[src/rtl/cpu_pkg.sv]
// ============================================================================
// Module      : cpu_pkg
// Description : Shared widths and memory-responder state encoding.
// Revision    : 1.0
// ============================================================================
`default_nettype none

package cpu_pkg;

  localparam int ADDR_W = 4;
  localparam int DATA_W = 8;

  typedef enum logic [1:0] {
    IDLE = 2'd0,
    WAIT = 2'd1,
    RESP = 2'd2
  } mem_state_t;

endpackage

`default_nettype wire

[src/rtl/mem_array.sv]
// ============================================================================
// Module      : mem_array
// Description : Register word store, async-cleared, one write / one read port.
// Revision    : 1.0
// ============================================================================
`default_nettype none

module mem_array #(
  parameter int ADDR_W = cpu_pkg::ADDR_W,
  parameter int DATA_W = cpu_pkg::DATA_W
) (
  input  logic              CLK,
  input  logic              RST_N,
  input  logic              we,
  input  logic [ADDR_W-1:0] waddr,
  input  logic [DATA_W-1:0] wdata,
  input  logic [ADDR_W-1:0] raddr,
  output logic [DATA_W-1:0] rdata
);
  import cpu_pkg::*;

  localparam int c_depth = 2**ADDR_W;

  logic [DATA_W-1:0] r_mem [c_depth];

  always_ff @(posedge CLK or negedge RST_N) begin
    if (!RST_N) begin
      for (int i = 0; i < c_depth; i++) r_mem[i] <= '0;
    end else if (we) begin
      r_mem[waddr] <= wdata;
    end
  end

  assign rdata = r_mem[raddr];

endmodule

`default_nettype wire

[src/rtl/mem_responder.sv]
// ============================================================================
// Module      : mem_responder
// Description : Valid/ready memory responder with programmable wait states.
// Revision    : 1.0
// ============================================================================
`default_nettype none

module mem_responder #(
  parameter int ADDR_W      = cpu_pkg::ADDR_W,
  parameter int DATA_W      = cpu_pkg::DATA_W,
  parameter int WAIT_CYCLES = 1
) (
  input  logic              CLK,
  input  logic              RST_N,
  input  logic              req_valid,
  output logic              req_ready,
  input  logic              req_write,
  input  logic [ADDR_W-1:0] req_addr,
  input  logic [DATA_W-1:0] req_wdata,
  output logic              rsp_valid,
  input  logic              rsp_ready,
  output logic [DATA_W-1:0] rsp_rdata,
  input  logic              init_we,
  input  logic [ADDR_W-1:0] init_addr,
  input  logic [DATA_W-1:0] init_data
);
  import cpu_pkg::*;

  localparam logic [3:0] c_wait_load = 4'(WAIT_CYCLES);

  mem_state_t        r_state;
  mem_state_t        w_next;
  logic [3:0]        r_cnt;
  logic              r_write;
  logic [ADDR_W-1:0] r_addr;
  logic [DATA_W-1:0] r_wdata;
  logic [DATA_W-1:0] r_rdata;

  logic              w_accept;
  logic              w_enter_resp;
  logic              w_init_ok;
  logic              w_op_write;
  logic [ADDR_W-1:0] w_op_addr;
  logic [DATA_W-1:0] w_op_wdata;
  logic              w_mem_we;
  logic [ADDR_W-1:0] w_mem_waddr;
  logic [DATA_W-1:0] w_mem_wdata;
  logic [DATA_W-1:0] w_mem_rdata;

  assign w_accept  = (r_state == IDLE) && req_valid;
  assign w_init_ok = (r_state == IDLE) && !req_valid && init_we;

  // With zero wait states RESP is entered on the acceptance edge, before the
  // capture registers hold the request, so the live request fields are used.
  assign w_op_write = (r_state == IDLE) ? req_write : r_write;
  assign w_op_addr  = (r_state == IDLE) ? req_addr  : r_addr;
  assign w_op_wdata = (r_state == IDLE) ? req_wdata : r_wdata;

  assign w_mem_we    = (w_enter_resp && w_op_write) || w_init_ok;
  assign w_mem_waddr = w_init_ok ? init_addr : w_op_addr;
  assign w_mem_wdata = w_init_ok ? init_data : w_op_wdata;

  mem_array #(
    .ADDR_W (ADDR_W),
    .DATA_W (DATA_W)
  ) u_mem (
    .CLK   (CLK),
    .RST_N (RST_N),
    .we    (w_mem_we),
    .waddr (w_mem_waddr),
    .wdata (w_mem_wdata),
    .raddr (w_op_addr),
    .rdata (w_mem_rdata)
  );

  always_comb begin
    w_next       = r_state;
    req_ready    = 1'b0;
    rsp_valid    = 1'b0;
    w_enter_resp = 1'b0;
    unique case (r_state)
      IDLE: begin
        req_ready = 1'b1;
        if (req_valid) begin
          if (c_wait_load == 4'd0) begin
            w_next       = RESP;
            w_enter_resp = 1'b1;
          end else begin
            w_next = WAIT;
          end
        end
      end
      WAIT: begin
        if (r_cnt == 4'd1) begin
          w_next       = RESP;
          w_enter_resp = 1'b1;
        end
      end
      RESP: begin
        rsp_valid = 1'b1;
        if (rsp_ready) w_next = IDLE;
      end
      default: w_next = IDLE;
    endcase
  end

  always_ff @(posedge CLK or negedge RST_N) begin
    if (!RST_N) begin
      r_state <= IDLE;
      r_cnt   <= '0;
      r_write <= 1'b0;
      r_addr  <= '0;
      r_wdata <= '0;
      r_rdata <= '0;
    end else begin
      r_state <= w_next;
      if (w_accept) begin
        r_write <= req_write;
        r_addr  <= req_addr;
        r_wdata <= req_wdata;
        r_cnt   <= c_wait_load;
      end else if (r_state == WAIT) begin
        r_cnt <= r_cnt - 4'd1;
      end
      if (w_enter_resp) r_rdata <= w_op_write ? w_op_wdata : w_mem_rdata;
    end
  end

  assign rsp_rdata = r_rdata;

endmodule

`default_nettype wire

[config.mk]
export PLATFORM = sky130hd
export DESIGN_NAME = mem_responder
export DESIGN_NICKNAME = d
export VERILOG_FILES = /design/src/rtl/cpu_pkg.sv /design/src/rtl/mem_array.sv /design/src/rtl/mem_responder.sv
export SDC_FILE = /design/constraint.sdc
export NUM_CORES = 1
export LEC_CHECK = 0
export BUFFER_PORTS_ARGS = -buffer_cell sky130_fd_sc_hd__buf_2
export CAP_MARGIN = 30
export CORE_ASPECT_RATIO = 1.5
export CORE_MARGIN = 1
export CORE_UTILIZATION = 48
export DETAILED_ROUTE_END_ITERATION = 6
export GPL_TIMING_DRIVEN = 0
export PLACE_DENSITY = 0.74
export SKIP_LAST_GASP = 1
export SYNTH_ARGS = -nofsm -noshare
export SYNTH_HDL_FRONTEND = slang
export SYNTH_SLANG_ARGS = --single-unit
[constraint.sdc]
create_clock -name CLK -period 5.5 [get_ports CLK]
set_input_delay 1.375 -clock CLK [delete_from_list [all_inputs] [get_ports CLK]]
set_output_delay 1.375 -clock CLK [all_outputs]
set_load 0.03 [all_outputs]
# ---- Yosys cells after proc, flatten, opt, wreduce, memory -nomap -nowiden
# Index checks and enable logic that the tools add are counted.
dict set report classes {
  bitwise 2
  mux 22
  reduce_logical 10
  add_sub_neg 1
  n_eq_ne 6
  n_lt_le_gt_ge 3
}
# operator count
set ops {}
lappend ops {{$bwmux 128} 1}
lappend ops {{$mux 8} 6}
lappend ops {{$bmux 8 s4} 1}
lappend ops {{$demux 8 s4} 1}
lappend ops {{$mux 4} 4}
lappend ops {{$ge 5x5->1 const B} 2}
lappend ops {{$not 4->5} 2}
lappend ops {{$mux 2} 3}
lappend ops {{$ne 2x2->1 const B} 3}
lappend ops {{$pmux 2 s3} 1}
lappend ops {{$logic_and 1x1->1} 5}
lappend ops {{$lt 5x1->1 const B} 1}
lappend ops {{$mux 1} 5}
lappend ops {{$eq 4x1->1 const B} 1}
lappend ops {{$sub 4x1->4 const B} 1}
lappend ops {{$reduce_and 3->1} 1}
lappend ops {{$eq 2x1->1 const B} 1}
lappend ops {{$eq 2x2->1 const B} 1}
lappend ops {{$logic_not 2->1} 1}
lappend ops {{$reduce_bool 2->1} 1}
lappend ops {{$logic_not 1->1} 1}
lappend ops {{$logic_or 1x1->1} 1}
dict set report word_totals {
  elab_cells 66
  output_inout_bits 10
  ff_bits 155
  inputBits 30
}

# ---- Depth between registers and ports, before layout
dict set report logic_depth {
  word_depth 10
  mapped_depth 9
  depth_no_buf 7
}

# ---- By module
# From an unflattened synthesis, not the netlist that was laid out.
dict set report unflattened {
  cells_unflattened 488
  area_unflattened_um2 7472.2
}
# module n_inst cells_per_inst area_per_inst_um2 seq_area_each_um2
set by_module_without_submodules {}
lappend by_module_without_submodules {mem_array 1 365 5915.7 3203.1}
lappend by_module_without_submodules {mem_responder 1 123 1556.5 675.6}

# ---- Worst setup path after synthesis
# OpenSTA, ideal clock, no wires.
dict set report synth_timing {
  path_type {in2reg}
  start {input port req_valid}
  end {register u_mem.r_mem[120] (netlist bit)}
  required_ns 5.375
  arrival_time_ns 3.146
  path_stages 6
  n_path_buf 1
  path_slack_ns 2.230
  setup_ns 0.125
  cell_sequence {or4b_1 clkbuf_1 nor3_1 a31oi_1 nor3_2 mux2_2}
}
dict set report synth_via {
  elab_chain_cells 10
  elab_cells_between_ends 13
  cone_classes {order compare (2); mux (5); bitwise (1); reduce/logical (5)}
}
# item line_no
set synth_rtl {}
lappend synth_rtl {{from (decl)} mem_responder.sv:15} ;# input logic req_valid,
lappend synth_rtl {{$logic_not 1->1 (*)} mem_responder.sv:51} ;# assign w_init_ok = (r_state == IDLE) && !req_valid && init_we;
lappend synth_rtl {{$logic_and 1x1->1 (*) (2 in a row)} mem_responder.sv:51}
lappend synth_rtl {{$mux 4} mem_responder.sv:60} ;# assign w_mem_waddr = w_init_ok ? init_addr : w_op_addr;
lappend synth_rtl {{$not 4->5 (implied by the code)} mem_array.sv:30} ;# r_mem[waddr] <= wdata;
lappend synth_rtl {{$ge 5x5->1 (implied by the code) / $lt 5x1->1 (equally long branches)} mem_array.sv:30}
lappend synth_rtl {{$logic_and 1x1->1 (implied by the code)} mem_array.sv:30}
lappend synth_rtl {{$mux 8 (implied by the code)} mem_array.sv:30}
lappend synth_rtl {{$demux 8 s4} mem_array.sv:30}
lappend synth_rtl {{$bwmux 128} mem_array.sv:30}
lappend synth_rtl {{to (signal, indexed assignment)} mem_array.sv:30}
lappend synth_rtl {{to (decl)} mem_array.sv:24} ;# logic [DATA_W-1:0] r_mem [c_depth];
# Mark *: on every way between the ends. The rest lies on a longest branch, timed or not.
# A chain may end at the register's enable or synchronous reset.

# ---- Worst setup path after layout
dict set report layout_timing {
  start {input port req_valid}
  end {register u_mem.r_mem[36] (netlist bit)}
}
# Same word-level chain as after synthesis.

==> results.txt <==
During synthesis, Yosys emitted a total of 0 warnings. Routability-driven placement finished with a final weighted congestion of 0.946. Synthesis instantiated 43 different standard cells from the library. Setup repair after global routing left no endpoint under its margin. The logs give 0 ns for the setup TNS and 1.19 mm for the wire length on met3. In this run the count of I/O pins placed on the die edge is 40.

STA classifies the critical path endpoint as a register. Summed over all nets, wire length on met2 after detailed routing comes to 12.5 mm. On the final layout, the worst clock skew is 0.0116 ns. The run gives 55.7% as the utilization of the core after routing. For this run, the register share of the synthesized area comes to 43.6%. The detailed router finished its first iteration with 500 violations. After technology mapping, the gate count stands at 774. Dividing the detail-routed via count by the number of cells gives 6.21. The number of hold buffers added after CTS was 0.

Cells with a size suffix above 1 make up 30.2% of the layout. For the final setup violation count, the log shows 0. The y dimension of the die was 169 microns; the number of iterations in the first detailed-routing pass was 5. The clock-pin transition on the worst setup and hold timing paths is 0.06 ns, and the total routing resource utilization after global routing is 28.0%.

Yosys mapped a number of flops with a built-in enable equal to 0. The tools report the pin count of the biggest net entering global routing as 95. Data on the critical path arrives at its endpoint at 4.51 ns. The detailed router placed 6622 vias in this run.

Counting tap cells, the placed design contains a total of 1036 instances. The clock drives 155 sinks. TritonCTS built the clock tree. 0 antenna diodes ended up in the layout. The post-cts sizing count is 0. After clock tree synthesis, the setup repair step added 0 buffers. The category of the most critical setup path is in2reg. The floorplan die width is 113 microns, and the site row count is 60.

Die footprint: 19100 sq um. The residual DRC count was 0; the power density of the placed cells was 642 nW/um^2. Across the VDD grid, the largest voltage drop is 263 uV.

The run finished with clean final reports. The tools report the number of buffers created by CTS as 17. Across the run, the number of max-cap violations was 0. When the netlist entered floorplanning its net count stood at 806. Number of hold violations in the final report: 0.

Of all flip-flops after synthesis, the portion carrying an async set or reset was 100%. For the pin with the worst max-slew slack, the measured transition is 0.970 ns. The most frequently used flop master after synthesis was sky130_fd_sc_hd__dfrtp_1. In this run the number of H-tree levels came out at 4.

For this run, the post-layout net count is 870. The number of synthesized register bits was 155; the area of the mapped netlist was 8900 sq um. The tools report the root buffer cell as sky130_fd_sc_hd__clkbuf_16. In the final routing, the length of wire on met1 measures 9.98 mm. The share of the clock period used by the worst path after layout came out at 75.4%.

For the overflow left after global routing, the log shows 0. The run gives 2 as the number of buffers on the longest clock path. The path class of the tightest hold or removal check is reg2reg. The worst register-to-register path has a depth of 7. Summed over all cells, the static leakage comes to 4.75 nW. Clock latency at the later pin of the worst-skew pair: 0.43 ns. After floorplanning, the core was sized to cover 18000 sq um. The worst hold path was traced through 2 stages.

The sum of routed wire length over all layers came out at 25.9 mm. The initial antenna violation count was 0; the largest fanout on the critical path was 10. The sort of element at the start of the critical path was an input port. The mean instance size in the synthesized netlist came out at 11.5 sq um. The shortest period the worst path allows was 4.15 ns; the least setup slack across all paths after layout was 1.35 ns. The layout-stage area growth over the synthesis result was 12.8%; the max-slew headroom at the worst pin was 35.0%.

The number of slew-limit violations in the final report was 0; the post-place setup slack was 1.05 ns. The HPWL after detailed placement is 18.3 mm. The count of port buffers added during placement was 39; the wire length of the first global-routing pass was 39.3 mm. After detailed routing, the average wire length per cell comes to 24.3 microns.

For the worst setup path, the data required time is 5.86 ns. Once layout is complete, the cells apart from fillers number 1067. The achievable frequency came out at 241 MHz. The initial utilization of the core area, before any placement, comes to 49.4%. The tools report the via count of the first global-routing pass as 6749. The highest metal layer carrying signal wires in the routed design is met4. Once detail routing completed, the nets flagged for antenna violations numbered 0.
==> cells in the final DEF (no fill, tap or decap), drive strengths merged, types with 3 or more instances in the layout <==
| cell type | synthesis | final |
|---|---|---|
| dfrtp | 155 | 155 |
| o32ai | 25 | 25 |
| nand2 | 27 | 27 |
| buf | 25 | 70 |
| o21a | 8 | 8 |
| o31ai | 11 | 11 |
| clkbuf | 25 | 43 |
| nor2 | 91 | 91 |
| mux2i | 166 | 166 |
| bufinv | 0 | 3 |
| nor3 | 24 | 24 |
| inv | 7 | 9 |
| o21ai | 8 | 8 |
| o31a | 10 | 10 |
| clkinv | 0 | 4 |
| a21oi | 10 | 10 |
| clkinvlp | 0 | 4 |
| mux2 | 143 | 143 |
| nand3 | 9 | 9 |
| a31oi | 6 | 6 |
| nor4b | 3 | 3 |
==> report_power, final <==
part | leakage (nW) | total, mW | internal [mW] | switching [mW]
logic | 2.44 | 3.30 | 1.25 | 2.06
clock network | 0.279 | 1.21 | 0.715 | 0.496
registers | 2.03 | 1.93 | 1.60 | 0.333
==> sequential cells by signal, summed over array words and instances, names as in the netlist <==
signal / cells
r_addr: 4
r_write: 1
r_state: 2
u_mem.r_mem: 128
rsp_rdata: 8
r_cnt: 4
r_wdata: 8
==> layout make-up <==
cell class	count	area [sq um]
fillers	1498	7980
multi-input cells	562	4790
flip-flops and latches	155	3880
clock buffers	18	429
well taps	217	272
repair buffers	45	267
plain buffers	50	205
clock inverters	13	169
inverters	7	26.3
==> cells in the mapped netlist (all sizes together), types with 3 or more instances <==
cell type  count  area share, %
mux2i        166             19
dfrtp        155             44
mux2         143             18
nor2          91            3.9
nand2         27            1.1
buf           25            1.3
clkbuf        25            1.1
o32ai         25            2.5
nor3          24            2.0
o31ai         11            1.1
a21oi         10           0.56
o31a          10           0.98
nand3          9           0.96
o21a           8           0.67
o21ai          8           0.49
inv            7           0.30
a31oi          6           0.59
nor4b          3           0.37
==> critical path, stage by stage <==
cell                       delay [ns]
sky130_fd_sc_hd__buf_2           0.13
sky130_fd_sc_hd__or4b_1          0.52
sky130_fd_sc_hd__clkbuf_1        0.28
sky130_fd_sc_hd__clkbuf_1        0.34
sky130_fd_sc_hd__a21oi_1         0.62
sky130_fd_sc_hd__buf_4           0.29
sky130_fd_sc_hd__clkbuf_1        0.64
sky130_fd_sc_hd__mux2_2          0.29
==> through the flow <==
step | total power [mW] | area (sq um) | hold WS (ns)
detailed placement | 5.16 | 9440 | 0.465
CTS | 6.39 | 10000 | 0.479
floorplan | 4.05 | 8900 | 0.465
global route | 6.71 | 10000 | 0.517
global placement | 5.04 | 9370 | 0.458
finish | 6.44 | 10000 | 0.475
==> routing by layer <==
metal / global-route usage, % / vias up
met5: 0 / -
met4: 23.3 / 0
met3: 4.05 / 90
met2: 46.2 / 243
met1: 32.1 / 3320
li1: - / 2969
==> kinds of logic (layout without fill, tap and decap cells) <==
| group | count (synthesis) | count (layout) | share of synthesized area [%] |
|---|---|---|---|
| buffers and inverters | 57 | 133 | 2.60 |
| adder cells (fa/ha/maj) | 2 | 2 | 0.281 |
| AO/OA/AOI/OAI | 84 | 84 | 7.41 |
| flip-flops | 155 | 155 | 43.6 |
| multiplexers | 309 | 309 | 36.8 |
| AND/OR/NAND/NOR | 167 | 167 | 9.39 |
==> worst paths after layout <==
check,start,to,slack (ns)
setup / recovery,req_valid,u_mem.r_mem[36],1.35
hold / removal,rsp_rdata[5],rsp_rdata[5],0.48
setup reg to reg,r_state[0],u_mem.r_mem[36],1.97
hold reg to reg,rsp_rdata[5],rsp_rdata[5],0.48
max in group asynchronous,RST_N,u_mem.r_mem[41],3.67
min in group asynchronous,RST_N,u_mem.r_mem[29],0.93
No activity file was read; power rests on OpenSTA's default activity.
